## src/rtl/datasg_pkg.sv

```systemverilog
// Shared types and default sizing for the packet write-data segmenter.
package datasg_pkg;

  typedef enum logic [1:0] {
    IDLE = 2'd0,
    REQ  = 2'd1,
    XFER = 2'd2
  } state_t;

  localparam int DATA_W_DEF = 64;
  localparam int ADDR_W_DEF = 12;
  localparam int DES_W_DEF  = 4;
  localparam int PRI_W_DEF  = 3;
  localparam int DEPTH_DEF  = 16;
  localparam int LEN_W_DEF  = 8;

endpackage

```

## src/rtl/datasg_fifo.sv

```systemverilog
// Synchronous FIFO with show-ahead read data; full/empty/count come from a registered occupancy count.
module datasg_fifo #(
  parameter int W     = 8,
  parameter int DEPTH = 16,
  parameter int AW    = $clog2(DEPTH),
  parameter int CW    = $clog2(DEPTH) + 1
) (
  input  logic          clk,
  input  logic          rst,
  input  logic          push,
  input  logic [W-1:0]  push_data,
  input  logic          pop,
  output logic [W-1:0]  pop_data,
  output logic          full,
  output logic          empty,
  output logic [CW-1:0] count
);

  logic [W-1:0]  mem [DEPTH];
  logic [AW-1:0] wr_ptr;
  logic [AW-1:0] rd_ptr;

  logic do_push;
  logic do_pop;

  assign do_push  = push && !full;
  assign do_pop   = pop && !empty;
  assign full     = (count == CW'(DEPTH));
  assign empty    = (count == '0);
  assign pop_data = mem[rd_ptr];

  always_ff @(posedge clk) begin
    if (do_push) begin
      mem[wr_ptr] <= push_data;
    end
  end

  always_ff @(posedge clk) begin
    if (rst) begin
      wr_ptr <= '0;
      rd_ptr <= '0;
      count  <= '0;
    end else begin
      if (do_push) begin
        wr_ptr <= wr_ptr + AW'(1);
      end
      if (do_pop) begin
        rd_ptr <= rd_ptr + AW'(1);
      end
      if (do_push && !do_pop) begin
        count <= count + CW'(1);
      end else if (do_pop && !do_push) begin
        count <= count - CW'(1);
      end
    end
  end

endmodule

```

## src/rtl/datasg_pkt.sv

```systemverilog
// Buffers ingress packet beats, arbitrates for the SRAM write port and streams them to wrapping addresses,
// reporting start address and length of each finished packet.
module datasg_pkt
  import datasg_pkg::*;
#(
  parameter int DATA_W = DATA_W_DEF,
  parameter int ADDR_W = ADDR_W_DEF,
  parameter int DES_W  = DES_W_DEF,
  parameter int PRI_W  = PRI_W_DEF,
  parameter int DEPTH  = DEPTH_DEF,
  parameter int LEN_W  = LEN_W_DEF
) (
  input  logic              clk,
  input  logic              rst,
  input  logic              in_valid,
  output logic              in_ready,
  input  logic [DATA_W-1:0] in_data,
  input  logic              in_sop,
  input  logic              in_eop,
  input  logic [PRI_W-1:0]  in_priority,
  input  logic [DES_W-1:0]  in_des,
  output logic              request,
  input  logic              grant,
  input  logic              busy,
  output logic              wr_valid,
  output logic [ADDR_W-1:0] wr_addr,
  output logic [DATA_W-1:0] wr_data,
  output logic [PRI_W-1:0]  wr_priority,
  output logic [DES_W-1:0]  wr_des,
  output logic              pkt_done,
  output logic [ADDR_W-1:0] pkt_addr,
  output logic [LEN_W-1:0]  pkt_len
);

  localparam int EW = 2 + PRI_W + DES_W + DATA_W;
  localparam int CW = $clog2(DEPTH) + 1;

  state_t state;
  state_t state_nxt;

  logic [EW-1:0]     head;
  logic              fifo_full;
  logic              fifo_empty;
  logic [CW-1:0]     fifo_count;
  logic              push;
  logic              pop;
  logic [CW-1:0]     eop_cnt;
  logic [ADDR_W-1:0] wptr;
  logic [ADDR_W-1:0] start_addr;
  logic [LEN_W-1:0]  len_cnt;

  logic              h_sop;
  logic              h_eop;
  logic [PRI_W-1:0]  h_pri;
  logic [DES_W-1:0]  h_des;
  logic [DATA_W-1:0] h_data;

  assign in_ready = !fifo_full;
  assign push     = in_valid && !fifo_full;
  assign pop      = (state == XFER) && !busy && !fifo_empty;
  assign request  = (state != IDLE);

  assign h_sop  = head[EW-1];
  assign h_eop  = head[EW-2];
  assign h_pri  = head[DES_W+DATA_W +: PRI_W];
  assign h_des  = head[DATA_W +: DES_W];
  assign h_data = head[DATA_W-1:0];

  datasg_fifo #(.W(EW), .DEPTH(DEPTH)) u_fifo (
    .clk       (clk),
    .rst       (rst),
    .push      (push),
    .push_data ({in_sop, in_eop, in_priority, in_des, in_data}),
    .pop       (pop),
    .pop_data  (head),
    .full      (fifo_full),
    .empty     (fifo_empty),
    .count     (fifo_count)
  );

  always_ff @(posedge clk) begin
    if (rst) begin
      eop_cnt <= '0;
    end else if (push && in_eop && !(pop && h_eop)) begin
      eop_cnt <= eop_cnt + CW'(1);
    end else if (pop && h_eop && !(push && in_eop)) begin
      eop_cnt <= eop_cnt - CW'(1);
    end
  end

  always_ff @(posedge clk) begin
    if (rst) begin
      state <= IDLE;
    end else begin
      state <= state_nxt;
    end
  end

  // A full FIFO with no eop inside is an oversized packet: start writing it anyway.
  always_comb begin
    state_nxt = state;
    case (state)
      IDLE:    if (eop_cnt != '0 || fifo_count == CW'(DEPTH)) state_nxt = REQ;
      REQ:     if (grant) state_nxt = XFER;
      XFER:    if (pop && h_eop) state_nxt = IDLE;
      default: state_nxt = IDLE;
    endcase
  end

  always_ff @(posedge clk) begin
    if (rst) begin
      wr_valid    <= 1'b0;
      wr_addr     <= '0;
      wr_data     <= '0;
      wr_priority <= '0;
      wr_des      <= '0;
      pkt_done    <= 1'b0;
      pkt_addr    <= '0;
      pkt_len     <= '0;
      wptr        <= '0;
      start_addr  <= '0;
      len_cnt     <= '0;
    end else begin
      wr_valid <= pop;
      pkt_done <= pop && h_eop;
      if (pop) begin
        wr_addr <= wptr;
        wr_data <= h_data;
        wptr    <= wptr + ADDR_W'(1);
        if (h_sop) begin
          wr_priority <= h_pri;
          wr_des      <= h_des;
          start_addr  <= wptr;
          len_cnt     <= LEN_W'(1);
        end else begin
          len_cnt <= len_cnt + LEN_W'(1);
        end
        if (h_eop) begin
          pkt_addr <= h_sop ? wptr : start_addr;
          pkt_len  <= h_sop ? LEN_W'(1) : len_cnt + LEN_W'(1);
        end
      end
    end
  end

endmodule

```

## config.mk

```make
export PLATFORM = sky130hd
export DESIGN_NAME = datasg_pkt
export DESIGN_NICKNAME = d
export VERILOG_FILES = /design/src/rtl/datasg_pkg.sv /design/src/rtl/datasg_fifo.sv /design/src/rtl/datasg_pkt.sv
export SDC_FILE = /design/constraint.sdc
export NUM_CORES = 1
export LEC_CHECK = 0
export ABC_AREA = 1
export ABC_CLOCK_PERIOD_IN_PS = 8000
export BUFFER_PORTS_ARGS = -buffer_cell sky130_fd_sc_hd__buf_2
export CORE_ASPECT_RATIO = 0.75
export CORE_MARGIN = 5
export CORE_UTILIZATION = 30
export CTS_CLUSTER_DIAMETER = 60
export DETAILED_ROUTE_END_ITERATION = 10
export GPL_ROUTABILITY_DRIVEN = 0
export PLACE_DENSITY = 0.47
export SETUP_SLACK_MARGIN = 0.2
export SLEW_MARGIN = 20
export SYNTH_ARGS = -nofsm -noshare
export SYNTH_HDL_FRONTEND = slang
export SYNTH_SLANG_ARGS = --single-unit
```

## constraint.sdc

```tcl
create_clock -name clk -period 8 [get_ports clk]
set_clock_uncertainty 0.1 [all_clocks]
set_input_delay 2.4 -clock clk [delete_from_list [all_inputs] [get_ports clk]]
set_output_delay 2.4 -clock clk [all_outputs]
set_load 0.03 [all_outputs]
```

After elaboration in Yosys (flattened, before gate mapping)
Memory sizes are Yosys's and may differ from the RTL's. A register that Yosys moved wholly into a read port is not among the register bits.
Cells that the tools add are included.
Widths: inputs -> output; s select.
{"block": "word_totals", "latchBits": 0, "mem_bits_rw": 1168, "register_bits": 157, "memories": 1, "word_cells": 73, "romBits": 0, "out_inout_bits": 107}
{"block": "classes", "div": 0, "n_lt_le_gt_ge": 0, "mul": 0, "bitwise_logic": 0, "mux": 14, "n_reduce_logical": 28, "n_eq_ne": 6, "n_addsub": 8, "shifts": 0}
{"memory": "u_fifo.mem", "depth": 16, "word_bits": 73, "rd": 1, "rd_clocked_by_memory_dff": 1, "wr": 1, "line_no": "datasg_fifo.sv:19", "source": "logic [W-1:0] mem [DEPTH];"}
{"operator": "$mux 5", "count": 4}
{"operator": "$add 12x1->12 const B", "count": 1}
{"operator": "$mux 12", "count": 1}
{"operator": "$logic_and 1x1->1", "count": 11}
{"operator": "$add 5x1->5 const B", "count": 2}
{"operator": "$sub 5x1->5 const B", "count": 2}
{"operator": "$add 4x1->4 const B", "count": 2}
{"operator": "$add 8x1->8 const B", "count": 1}
{"operator": "$mux 4", "count": 2}
{"operator": "$mux 8", "count": 1}
{"operator": "$logic_not 1->1", "count": 7}
{"operator": "$mux 2", "count": 3}
{"operator": "$pmux 2 s3", "count": 1}
{"operator": "$reduce_bool 2->1", "count": 3}
{"operator": "$eq 5x5->1 const B", "count": 1}
{"operator": "$logic_not 5->1", "count": 1}
{"operator": "$reduce_bool 5->1", "count": 1}
{"operator": "$ne 2x2->1 const B", "count": 2}
{"operator": "$reduce_and 2->1", "count": 2}
{"operator": "$reduce_and 3->1", "count": 1}
{"operator": "$eq 2x1->1 const B", "count": 1}
{"operator": "$eq 2x2->1 const B", "count": 1}
{"operator": "$logic_not 2->1", "count": 1}
{"operator": "$mux 1", "count": 2}
{"operator": "other kinds (2)", "count": 2}

Depth between registers and ports, before layout
{"block": "logic_depth", "word_depth": 8, "ltp_mapped": 22, "depth_no_buf": 18}

Cells and area by module
Synthesis repeated with hierarchy kept, for this count alone.
{"block": "unflattened", "hier_cells": 5600, "area_unflattened_um2": 56649.3}
{"module": "datasg_fifo", "instances": 1, "area_each_um2": 50962.6, "cells_per_inst": 4839}
{"module": "datasg_pkt", "instances": 1, "area_each_um2": 5686.7, "cells_per_inst": 761}

Worst setup path after synthesis
No wires, ideal clock.
{"block": "synth_path", "path_kind": "in2reg", "startpoint": "input in_valid", "endpoint": "memory u_fifo.mem[11][0] (netlist name), enable pin", "path_buffers": 0, "path_slack_ns": 1.537, "cell_stages": 4, "arrival_ns": 5.858, "required_ns": 7.395, "path_cell_list": "nand2_1 -> inv_1 -> nand2_1 -> nor2_1"}
{"block": "synth_between", "elab_chain_len": 4}
{"element": "start, declared", "line_no": "datasg_pkt.sv:15", "source": "input logic in_valid,"}
{"element": "$logic_and 1x1->1", "line_no": "datasg_pkt.sv:59", "source": "assign push = in_valid && !fifo_full;"}
{"element": "$logic_and 1x1->1", "line_no": "datasg_fifo.sv:26", "source": "assign do_push = push && !full;"}
{"element": "net u_fifo.do_push", "line_no": "datasg_fifo.sv:23", "source": "logic do_push;"}
{"element": "$mux 1", "line_no": "datasg_fifo.sv:33", "source": "if (do_push) begin"}
{"element": "$mux 1 (implied by the code)", "line_no": "datasg_fifo.sv:34", "source": "mem[wr_ptr] <= push_data;"}
{"element": "end, declared", "line_no": "datasg_fifo.sv:19"}
The timed path passes the listed nets, and every way through them passes these cells.

Worst setup path after layout
{"block": "layout_path", "startpoint": "input busy", "endpoint": "register eop_cnt[4]"}
{"block": "layout_between", "elab_chain_len": 7}
{"element": "start, declared", "line_no": "datasg_pkt.sv:24", "source": "input logic busy,"}
{"element": "$logic_not 1->1 *", "line_no": "datasg_pkt.sv:60", "source": "assign pop = (state == XFER) && !busy && !fifo_empty;"}
{"element": "$logic_and 1x1->1 * (2 in series)", "line_no": "datasg_pkt.sv:60"}
{"element": "$logic_and 1x1->1 *", "line_no": "datasg_pkt.sv:84, datasg_pkt.sv:86"}
{"element": "$logic_not 1->1", "line_no": "datasg_pkt.sv:84", "source": "end else if (push && in_eop && !(pop && h_eop)) begin"}
{"element": "$logic_and 1x1->1", "line_no": "datasg_pkt.sv:84"}
{"element": "$mux 5 or $reduce_bool 2->1 (tied branches)"}
{"element": "end signal, assigned", "line_no": "datasg_pkt.sv:85", "source": "eop_cnt <= eop_cnt + CW'(1);"}
{"element": "end signal, assigned", "line_no": "datasg_pkt.sv:87", "source": "eop_cnt <= eop_cnt - CW'(1);"}
{"element": "end, declared", "line_no": "datasg_pkt.sv:47", "source": "logic [CW-1:0] eop_cnt;"}
Mark *: on every way between the ends. The rest lies on a longest branch, timed or not.
A chain may end at the register's enable or synchronous reset.

==> results.toml <==
[clocking]
cts_made_buffers = 141
cts_setup_buffers = 0
clkSinkCount = 1329
root_buffer = "clkbuf_16"
clk_pin_slew_ps = 50
clk_path_buf_depth = 3
htree_levels = 4
cts_tree = "yes"
hold_buffers = 0
ctsResizeCount = 0
insertion_delay_ps = 770

[synthesis]
syn-cell-area_um2 = 53450
ys_seq_area_frac = 0.7166
synthTopCellsByCount = "edfxtp_1 (1168), nor2_1 (825), nand3_1 (547)"
ys.flop_type = "edfxtp_1"
post-synth-top-count-cell = "edfxtp_1"
ys_ff_latch = 1329
synthCells = 4541
synth_edf_count = 1168
synth_area_per_cell_um2 = 11.77
synthArstFlopShare = 0
yosysWarnings = 0
synth.distinct_cells = 32
synth_top_area_frac = 0.6563
synth_fp_nets = 4636
synth_area_leaders = "edfxtp_1 (66%), dfxtp_1 (6.0%), nor2_1 (5.8%)"
yosysTopAreaCell = "edfxtp_1"

[hold_path]
whs_endpoint = "pkt_addr[1]"
hp-start = "pkt_addr[1]"
hold_path_depth = 2
min_path_type = "flop to flop"

[pwr]
leakagePower_uw = 0.02112
ir_worst_vdd_mv = 0.1245
p_per_area_nw_per_um2 = 248.1

[status]
outcome = "complete, no violations"

[die]
initial_core_util = 0.3010
fp.dieArea_um2 = 186800
fp.dieH_um = 375.5
io_pins = 185
die_w_um = 497.4
core_area_um2 = 177600
num_rows = 134

[setup_path]
arrival_ps = 5140
crit_type = "primary input to flop"
worstReg2RegEnd = "eop_cnt[4]"
cp-end-kind = "flop"
crit_slowest_cell = "nand2_2"
start_kind = "primary input"
crit_chain = "buf_2, nor3_1, nand2_1, buf_4, inv_8, nand2_2, ha_1, inv_1, ha_1, a21oi_1, nor2_1, o21ai_0, nand3_1, o21ai_0, a21oi_1"
slowest_delay_ps = 350
r2r_slack_ps = 3800
critPathMaxFanout = 56
critPathRequiredTime_ps = 8530
rr_worst_depth = 16

[global_route]
antenna_found_initial = 26
grt_pass1_vias = 32570
grt_max_degree = 209
grt_util_all_layers = 0.1570
grt_overflow = 0
grt_pass1_wl_um = 222200

[detailed_routing]
wl_per_cell_um = 21.12
dr.pass1.iters = 5
ant_nets = 0
vias = 33810
via_per_inst = 4.739
drc = 0
wirelength_um = 150700
drtIter0Drc = 2653

[layout]
final.fill_count = 17500
nets = 4728
multi_input_area_um2 = 12640
layout-drive-gt1-share = 0.1174
utilization = 0.3434
design_area_um2 = 60980
syn2layout_area_growth_pct = 14.09
instances_no_fill = 7134
regArea_um2 = 38310

[sta]
relSlewSlack = 0.2867
finalHoldViolCount = 0
clock.fmax_mhz = 216.9
fin_crit_ps = 4611
setup_violations = 0
rsz0062_at_grt = "no"
fin_tns_setup_ps = 0
fin_ws_ps = 3389
drv_slew = 0
worst_slew_pin_slew_ps = 1067
period_share = 0.5763

[placement]
hpwlAfterDp_um = 72710
dp_cells = 6870
post_dp_cell_area_um2 = 56560
pre_cts_slack_ps = 2598
port_buffers = 184

[run]
timing.max_cap.violations = 0
[how the worst max path moves through the flow]
stage	slack, ps	depth (start not counted)	start	end
finish	3390	15	busy	eop_cnt[4]
global route	3140	15	busy	eop_cnt[3]
CTS	3440	15	busy	eop_cnt[3]
detailed placement	2600	15	busy	eop_cnt[3]
global placement	2520	16	busy	eop_cnt[4]
floorplan	1540	4	in_valid	u_fifo.mem[11][0]
[registers in the layout, indices dropped and copies added (netlist names), named ones only]
signal and count:
len_cnt 8, start_addr 12, pkt_addr 12, wr_des 4
state 2, wr_addr 12, u_fifo.count 5, wr_valid 1
wr_data 64, u_fifo.mem 1168, u_fifo.rd_ptr 4, wr_priority 3
pkt_done 1, u_fifo.wr_ptr 4, eop_cnt 5, wptr 12
pkt_len 8
[cells in the final DEF (no fill, tap or decap), types with 15 or more instances in the layout]
| cell type | count |
|---|---|
| nor2_2 | 89 |
| edfxtp_1 | 1168 |
| nand3_1 | 547 |
| o211ai_1 | 211 |
| a21oi_1 | 45 |
| ha_1 | 15 |
| buf_2 | 184 |
| buf_4 | 42 |
| inv_1 | 291 |
| nand2_1 | 384 |
| dfxtp_1 | 157 |
| o21ai_0 | 332 |
| clkbuf_16 | 147 |
| clkinv_2 | 18 |
| nor2_1 | 809 |
| clkbuf_1 | 37 |
| o21ai_1 | 127 |
| clkinv_1 | 23 |
| nor2_4 | 16 |
[cell families (layout without fill, tap and decap cells)]
kind of cell / after synthesis / after routing / synth area share
xor+xnor: 17 / 17 / 0.002786
compound gates: 721 / 721 / 0.07770
simple gates: 1869 / 1869 / 0.1495
fa+ha+maj: 17 / 17 / 0.004261
buf+inv: 588 / 790 / 0.04923
other cells: 0 / 11 / 0
flops: 1329 / 1329 / 0.7166
[critical path, delay by kind of cell]
kind | cells | cell delay [ps]
buf+inv | 4 | 750
simple gates | 5 | 770
fa+ha+maj | 2 | 640
compound gates | 4 | 550
[per-layer routing]
metal / up-vias / wire, um / part of all wire / track usage
met5: - / 21 / 0.00014 / 0
li1: 16140 / - / - / -
met3: 210 / 7572 / 0.050 / 0.02960
met4: 4 / 3122 / 0.021 / 0.04144
met2: 766 / 68740 / 0.46 / 0.2482
met1: 16690 / 71220 / 0.47 / 0.2220
[area by class of cell]
type	instances	share of cell area
clock buffers	191	0.06419
diodes	11	0.0004514
clock inverters	62	0.007859
multi-input cells	2624	0.2072
repair buffers	237	0.02388
well taps	2380	0.04884
flip-flops and latches	1329	0.6283
inverters	300	0.01923
[power breakdown]
group          leakage (uW)  internal (uW)  total (uW)  switching [uW]
sequential           0.0119           7700        7760            63.9
clock               0.00214           3600        6330            2730
combinational       0.00713            278        1030             755
total                0.0211          11600       15100            3550
[through the flow]
stage	hold slack (ps)	power, uW
global route	389.4	15750
CTS	368.7	15350
global placement	361.3	8959
finish	364.9	15130
detailed placement	359.2	8965
floorplan	340.7	8592
Power figures use the tool's default switching activity.
